## src/rtl/jpeg_pkg.sv

```systemverilog
// rtl/jpeg_pkg.sv - shared JPEG block types and zigzag ordering
package jpeg_pkg;

  localparam int COEFF_WIDTH  = 11;
  localparam int BLOCK_COEFFS = 64;

  typedef logic signed [COEFF_WIDTH-1:0] coeff_t;
  typedef coeff_t [7:0][7:0] block_t;

  // Raster index (row*8 + col) of each zigzag position.
  localparam logic [5:0] ZZ_ORDER [BLOCK_COEFFS] = '{
     0,  1,  8, 16,  9,  2,  3, 10,
    17, 24, 32, 25, 18, 11,  4,  5,
    12, 19, 26, 33, 40, 48, 41, 34,
    27, 20, 13,  6,  7, 14, 21, 28,
    35, 42, 49, 56, 57, 50, 43, 36,
    29, 22, 15, 23, 30, 37, 44, 51,
    58, 59, 52, 45, 38, 31, 39, 46,
    53, 60, 61, 54, 47, 55, 62, 63
  };

endpackage

```

## src/rtl/zz_bank_buffer.sv

```systemverilog
// rtl/zz_bank_buffer.sv - two-bank 8x8 block store with write/read pointers
module zz_bank_buffer
  import jpeg_pkg::*;
#(
  parameter int WIDTH = 11
) (
  input  logic                        clk,
  input  logic                        rst,
  input  logic                        wr_en,
  input  logic [7:0][7:0][WIDTH-1:0]  wr_block,
  input  logic                        release_bank,
  input  logic [5:0]                  rd_index,
  output logic [WIDTH-1:0]            rd_data,
  output logic                        rd_full,
  output logic                        busy,
  output logic                        accepted
);

  logic [7:0][7:0][WIDTH-1:0] mem [2];
  logic [1:0] full;
  logic       wp;
  logic       rp;

  // A write may land in a bank that is being drained on this same edge.
  assign accepted = wr_en && (!full[wp] || (release_bank && (rp == wp)));
  assign rd_full  = full[rp];
  assign rd_data  = mem[rp][rd_index[5:3]][rd_index[2:0]];
  assign busy     = |full;

  // Full flags and pointers; a capture is applied after a release so it wins on a shared bank.
  always_ff @(posedge clk or negedge rst) begin
    if (!rst) begin
      full <= 2'b00;
      wp   <= 1'b0;
      rp   <= 1'b0;
    end else begin
      if (release_bank) begin
        full[rp] <= 1'b0;
        rp       <= ~rp;
      end
      if (accepted) begin
        full[wp] <= 1'b1;
        wp       <= ~wp;
      end
    end
  end

  // Whole-block capture in a single cycle; contents need no reset.
  always_ff @(posedge clk) begin
    if (accepted) begin
      mem[wp] <= wr_block;
    end
  end

endmodule

```

## src/rtl/cr_zigzag_serializer.sv

```systemverilog
// rtl/cr_zigzag_serializer.sv - Cr block capture and zigzag-order coefficient streamer
module cr_zigzag_serializer
  import jpeg_pkg::*;
#(
  parameter int WIDTH = 11
) (
  input  logic                        clk,
  input  logic                        rst,
  input  logic                        enable,
  input  logic [7:0][7:0][WIDTH-1:0]  Q,
  output logic signed [WIDTH-1:0]     coeff,
  output logic [5:0]                  coeff_index,
  output logic                        coeff_last,
  output logic                        coeff_valid,
  input  logic                        coeff_ready,
  output logic                        busy,
  output logic                        overflow
);

  logic [5:0]       k;
  logic [5:0]       rd_index;
  logic [WIDTH-1:0] rd_data;
  logic             rd_full;
  logic             accepted;
  logic             transfer;
  logic             last_beat;
  logic             release_bank;

  assign transfer     = coeff_valid && coeff_ready;
  assign last_beat    = (k == 6'(BLOCK_COEFFS - 1));
  assign release_bank = transfer && last_beat;
  assign rd_index     = ZZ_ORDER[k];

  zz_bank_buffer #(.WIDTH(WIDTH)) u_banks (
    .clk          (clk),
    .rst          (rst),
    .wr_en        (enable),
    .wr_block     (Q),
    .release_bank (release_bank),
    .rd_index     (rd_index),
    .rd_data      (rd_data),
    .rd_full      (rd_full),
    .busy         (busy),
    .accepted     (accepted)
  );

  // Outputs follow the read bank directly so reset clears them without waiting for a clock.
  always_comb begin
    coeff_valid = rd_full;
    coeff       = rd_full ? rd_data : '0;
    coeff_index = k;
    coeff_last  = last_beat;
  end

  // Beat counter wraps to 0 after the last coefficient; overflow is sticky until reset.
  always_ff @(posedge clk or negedge rst) begin
    if (!rst) begin
      k        <= 6'd0;
      overflow <= 1'b0;
    end else begin
      if (transfer) begin
        k <= k + 6'd1;
      end
      if (enable && !accepted) begin
        overflow <= 1'b1;
      end
    end
  end

endmodule

```

## config.mk

```make
export PLATFORM = sky130hd
export DESIGN_NAME = cr_zigzag_serializer
export DESIGN_NICKNAME = d
export VERILOG_FILES = /design/src/rtl/jpeg_pkg.sv /design/src/rtl/zz_bank_buffer.sv /design/src/rtl/cr_zigzag_serializer.sv
export SDC_FILE = /design/constraint.sdc
export NUM_CORES = 1
export LEC_CHECK = 0
export CAP_MARGIN = 10
export CORE_ASPECT_RATIO = 1.5
export CORE_UTILIZATION = 45
export CTS_CLUSTER_DIAMETER = 40
export DETAILED_ROUTE_END_ITERATION = 8
export HOLD_SLACK_MARGIN = 0.15
export PLACE_DENSITY = 0.63
export SYNTH_ARGS = -nofsm -noshare
export SYNTH_HDL_FRONTEND = slang
export SYNTH_SLANG_ARGS = --single-unit
```

## constraint.sdc

```tcl
create_clock -name clk -period 58.9 [get_ports clk]
set_input_delay 11.78 -clock clk [delete_from_list [all_inputs] [get_ports clk]]
set_output_delay 11.78 -clock clk [all_outputs]
set_load 0.01 [all_outputs]
```

======== Yosys cells after proc, flatten, opt, wreduce, memory -nomap -nowiden ========
Memory sizes are Yosys's and may differ from the RTL's.
Cells that the tools add are included.
operators by class
  order comparisons ....................... 7
  reductions and logical operators ........ 11
  bitwise gates (word level) .............. 6
  mux-type cells .......................... 19
  add/sub/neg operators ................... 1
  eq/ne operators ......................... 2
operators with widths
  operator                                            count
  binary-select mux 88 bit (select 3 bit)             1
  two-way mux 88 bit                                  1
  binary-select mux 11 bit (select 3 bit)             1
  two-way mux 11 bit                                  2
  two-way mux 6 bit                                   2
  < comparator 3 x 4 -> 1 bit, second input constant  2
  two-way mux 1 bit                                   8
  >= comparator 7 bit, second input constant          1
  logical AND 1 bit                                   7
  inverter 6 -> 7 bit                                 1
  adder 6 x 1 -> 6 bit, second input constant         1
  equality test 6 bit, second input constant          1
  < comparator 1 x 2 -> 1 bit, second input constant  2
  two-way mux 2 bit                                   2
  AND 2 bit                                           1
  demux 1 bit (select 1 bit)                          2
  >= comparator 1 bit, second input constant          2
  logical NOT 1 bit                                   2
  inverter 1 bit                                      2
  inverter 2 bit                                      1
  bitwise OR 2 bit                                    1
  OR reduction 2 bit                                  1
  equality test 1 bit                                 1
  logical OR 1 bit                                    1
storage, ports and cells
  RAM bits ................................ 1,408
  register bits ........................... 11
  memories kept ........................... 2
  bits of input ports ..................... 708
  output and inout port bits .............. 21
  word-level logic and storage cells ...... 53
  memory bits (read-only) ................. 384
memories
  name              depth  width  rd ports  clocked after Yosys merged registers in  write ports  line                        text
  u_banks.mem       2      704    1         0                                        1            zz_bank_buffer.sv:19        logic [7:0][7:0][WIDTH-1:0] mem [2];
  (name not given)  64     6      1         0                                        0            cr_zigzag_serializer.sv:32  assign rd_index = ZZ_ORDER[k];

======== Depth between registers and ports, before layout ========
  depth in word-level cells ............... 9
  depth in mapped cells ................... 18
  depth with buffers taken out ............ 12

======== Modules after synthesis ========
Synthesis repeated with hierarchy kept, for this count alone.
unflattened totals
  cells, all modules ...................... 2,154
  area, all modules ....................... 54,618.6 µm²
by module, submodules not included
  module                times used  sequential area each (µm²)  area an instance (µm²)  cells an instance
  zz_bank_buffer        1           42,380.6                    53,508.8                2,012
  cr_zigzag_serializer  1           175.2                       1,109.8                 142

======== Worst setup path before layout ========
No wires, ideal clock.
  path type ............................... input to register
  start ................................... input port coeff_ready
  end ..................................... memory u_banks.mem[1][0] (netlist name), enable pin
  path buffers ............................ 1
  required time ........................... 57,021 ps
  cell stages on the path ................. 5
  path slack .............................. 13,846 ps
  data arrival time ....................... 43,176 ps
  cell sequence ........................... and2_1 > clkbuf_1 > nand2_1 > o21ai_0 > nor2b_1
on the way
  longest elaborated chain between the ends .. 7
ends and longest elaborated chain
  what                                     line                        text
  start: declaration                       cr_zigzag_serializer.sv:15  input logic coeff_ready,
  logical AND 1 bit                        cr_zigzag_serializer.sv:29  assign transfer = coeff_valid && coeff_ready;
  logical AND 1 bit                        cr_zigzag_serializer.sv:31  assign release_bank = transfer && last_beat;
  logical AND 1 bit                        zz_bank_buffer.sv:25        assign accepted = wr_en && (!full[wp] || (release_bank && (rp == wp)));
  logical OR 1 bit                         zz_bank_buffer.sv:25
  logical AND 1 bit                        zz_bank_buffer.sv:25
  two-way mux 1 bit                        zz_bank_buffer.sv:50        if (accepted) begin
  two-way mux 1 bit (implied by the code)  zz_bank_buffer.sv:51        mem[wp] <= wr_block;
  end: declaration                         zz_bank_buffer.sv:19
No other way between the ends.

======== Worst setup path in the final report ========
  start ................................... register k[2], in the netlist coeff_index[2]
  end ..................................... output port coeff[4]
on the way
  longest elaborated chain between the ends .. 9
ends and longest elaborated chain
  what                                                    line                        text
  start: declaration                                      cr_zigzag_serializer.sv:20  logic [5:0] k;
  start signal: assignment                                cr_zigzag_serializer.sv:62  k <= k + 6'd1;
  inverter 6 -> 7 bit (implied by the code) *             cr_zigzag_serializer.sv:32
  memory read (64 x 6 bit) *                              --
  two-way mux 6 bit (implied by the code) * (2 in a row)  cr_zigzag_serializer.sv:32
  binary-select mux 88 bit (select 3 bit)                 zz_bank_buffer.sv:27        assign rd_data = mem[rp][rd_index[5:3]][rd_index[2:0]];
  two-way mux 88 bit (implied by the code)                zz_bank_buffer.sv:27
  binary-select mux 11 bit (select 3 bit) *               zz_bank_buffer.sv:27
  two-way mux 11 bit (implied by the code) *              zz_bank_buffer.sv:27
  two-way mux 11 bit *                                    cr_zigzag_serializer.sv:50  coeff = rd_full ? rd_data : '0;
  end: declaration                                        cr_zigzag_serializer.sv:11  output logic signed [WIDTH-1:0] coeff,
Mark *: on every way between the ends. The rest lies on a longest branch, timed or not. The select of a mux whose other input is x is not followed.

==> qor.yml <==
clocking:
  clockRootBuffer: "clkbuf_16"
  postCtsSetupBuffers: 0
  cts_tree: "done"
  htreeDepth: 4
  cts.clk_slew.worst_paths_ns: 0.06
  clock_sink_count: 1419
  cts-buffers-inserted: 151
  insertion_delay_ns: 0.78
  clock_path_buffers: 3
  post_cts_resized: 0
  cts_hold_buf: 0
floorplan:
  io_pins: 729
  std_cell_rows: 157
  die_w_um: 289.0
  initial_core_util: 0.4549
  die_y_um: 432.4
  die_area_mm2: 0.1250
  core-area_mm2: 0.1222
route:
  vias_per_cell: 5.863
  first_iter_violations: 3013
  drt-total-wl_um: 173500
  wire_per_inst_um: 31.38
  drc_errors: 0
  vias: 32420
  drt_first_pass_iters: 5
  antenna_left: 0
sta:
  max_freq_ghz: 0.05087
  fin_crit_ns: 19.66
  skew_ns: 0.02525
  worst_pin_slew_ns: 1.237
  grt_setup_unrepaired: "false"
  maxSlewViolCount: 0
  hold_viol_final: 0
  timing.final.crit_share: 0.3338
  slew_headroom: 0.1746
  fin_tns_setup_ns: 0
  setup_viol: 0
final_layout:
  fin_nets: 4498
  syn_to_final_growth_pct: 25.42
  num-fill-cells: 9514
  drive_gt1_frac: 0.1401
  finalNonFillerCells: 5530
logic_synthesis:
  synth-simple-area-share: 0.05092
  synthesis.area_mm2: 0.05558
  synth_compound_area_frac: 0.05547
  synth_edf_count: 1408
  synth.avg_cell_area_um2: 18.44
  synth_flop_cell: "edfxtp_1"
  synth_top_area_frac: 0.7607
  synth_area_leaders: "edfxtp_1 (76%), mux4_2 (7.9%), mux2i_1 (2.2%), nand2_1 (2.1%), nand3_1 (0.99%)"
  synth_top_area_cell: "edfxtp_1"
  synth_nets: 3739
  synth.area.mux_share: 0.1072
  synth_top_family_by_area: "multiplexers"
  yosysUniqueCellTypes: 72
  synthCells: 3014
  yosysWarnings: 0
  ys_seq_area_frac: 0.7657
  async_flop_share: 0.007752
  synth_adder_area_share: 0.003827
  synth_seq_cells: 1419
  synth-xor-area-share: 0.0009455
place:
  place_inst: 5210
  hpwl_um: 121000
  place_congestion: 0.8136
  port_buffers: 728
grt:
  track_usage: 0.2757
  antenna_found_initial: 95
  grt_pass1_vias: 33130
  grt_pass1_wl_um: 238000
  overflow: 0
  grt_max_degree: 161
job:
  cap_violations: 0
pwr:
  fin_total_pwr_mw: 3.912
  powerDensity_mw_per_mm2: 56.11
  vdd_drop_max_mv: 0.1027
  p_leak_nw: 22.45
status:
  status: "complete, no violations"
setup_path:
  start_kind: "flip-flop"
  crit_start: "coeff_index[2]$_DFFE_PN0P_"
  crit_required_ns: 47.12
  worstReg2RegStart: "u_banks.rp$_DFFE_PN0P_"
  crit_path_max_fanout: 120
  crit_arrival_ns: 7.88
  worstSetupPathType: "flip-flop to output port"
  endpoint_kind: "output port"
worst_hold_path:
  hold_class: "flip-flop to flip-flop"
  min_from: "overflow$_DFFE_PN0P_"
-- through the flow --
stage,setup WS [ns],hold slack (ns),area (um2),utilization
final,39.24,0.4784,69710,0.5705
after global routing,38.97,0.5078,69670,0.5702
after CTS,39.21,0.4794,69590,0.5695
after detailed placement,40.07,0.4666,64680,0.5294
after global placement,40.10,0.4568,64680,0.5294
after floorplan,13.85,0.5117,55580,-
-- power breakdown --
part	switching (mW)	internal, mW	total (mW)	leakage [nW]
logic	1.19	0.651	1.84	7.29
registers	0.0145	1.12	1.13	12.8
clock network	0.397	0.540	0.937	2.39
total	1.60	2.31	3.91	22.5
-- synthesized netlist by cell type, types with 7 or more instances --
cell       count
nor2_1        46
inv_1          8
a32oi_1       21
nor4_1         9
mux2i_1      122
and3_1        71
dfrtp_1       11
o211ai_1      19
o2111ai_1     18
a211oi_1      43
nand2_1      316
nand2b_1       8
o21ai_0       60
ha_1          17
buf_1         21
buf_2         80
a221oi_1      22
a2111oi_0     12
o311ai_0       7
edfxtp_1    1408
buf_4         12
a32o_1        33
o22ai_1       18
o22a_1        10
nand4_1       18
a21o_1        10
a21oi_1       47
a22oi_1       12
mux2_2        30
a31oi_1       26
mux4_2       194
clkbuf_1      69
nand3_1      110
o221ai_1      22
-- critical path, cell delays in order (launching register included) --
cell and delay (ns):
dfrtp_1 1.01, inv_1 0.38, ha_1 0.31, o311ai_1 0.55, o311a_4 0.67, nand2_8 0.48
buf_12 0.43, buf_4 0.49, mux4_2 0.30, a21oi_1 0.06, a21oi_1 0.30, o311ai_0 0.28
a221oi_1 0.92, clkdlybuf4s50_1 0.70
-- cells by family after synthesis --
kind of cell | Yosys count
flip-flops | 1419
multiplexers | 348
AO/OA/AOI/OAI | 417
AND/OR/NAND/NOR | 613
adder cells (fa/ha/maj) | 17
buffers and inverters | 194
XOR/XNOR | 6
-- registers in the layout, indices dropped and copies added, names as in the netlist --
name / count
u_banks.mem: 1408
coeff_index: 6
u_banks.full: 2
overflow: 1
u_banks.rp: 1
u_banks.wp: 1
-- layout by cell type (no fill, tap or decap), drive strengths merged, types with 48 or more instances in the layout --
| master | n |
|---|---|
| a21oi | 48 |
| mux2i | 122 |
| nand3 | 110 |
| diode | 50 |
| nand2 | 319 |
| clkdlybuf4s50 | 728 |
| o21ai | 61 |
| clkinv | 59 |
| mux4 | 194 |
| and3 | 71 |
| clkbuf | 180 |
| buf | 62 |
| edfxtp | 1408 |
-- cell type report --
type	count	area, um2	area share
Clock buffer	180	4015	0.05760
Clock inverter	90	889.6	0.01276
Timing Repair Buffer	790	7802	0.1119
Tap cell	1590	1989	0.02854
Multi-Input combinational cell	1401	12290	0.1763
Sequential cell	1419	42560	0.6105
Inverter	10	37.54	0.0005384
Antenna cell	50	125.1	0.001795
-- routing by layer --
layer	global-route usage	vias to the layer above	wire, um
li1	-	13960	-
met1	0.3203	16600	61800
met2	0.4722	1404	89350
met3	0.07677	387	14530
met4	0.1233	80	7297
met5	0	-	515
-- final timing paths --
kind                                                 endpoint  slack, ns  cells past startpoint
worst max register to register  u_banks.mem[0][123]$_DFFE_PP_      51.52                     13
worst min-delay path                     overflow$_DFFE_PN0P_       0.48                      1
min in group asynchronous           u_banks.full[1]$_DFF_PN0_      11.37                      1
max in group asynchronous              u_banks.rp$_DFFE_PN0P_      47.12                      1
worst max-delay path                                 coeff[4]      39.24                     13
worst min register to register           overflow$_DFFE_PN0P_       0.48                      1
Power figures use the tool's default switching activity.
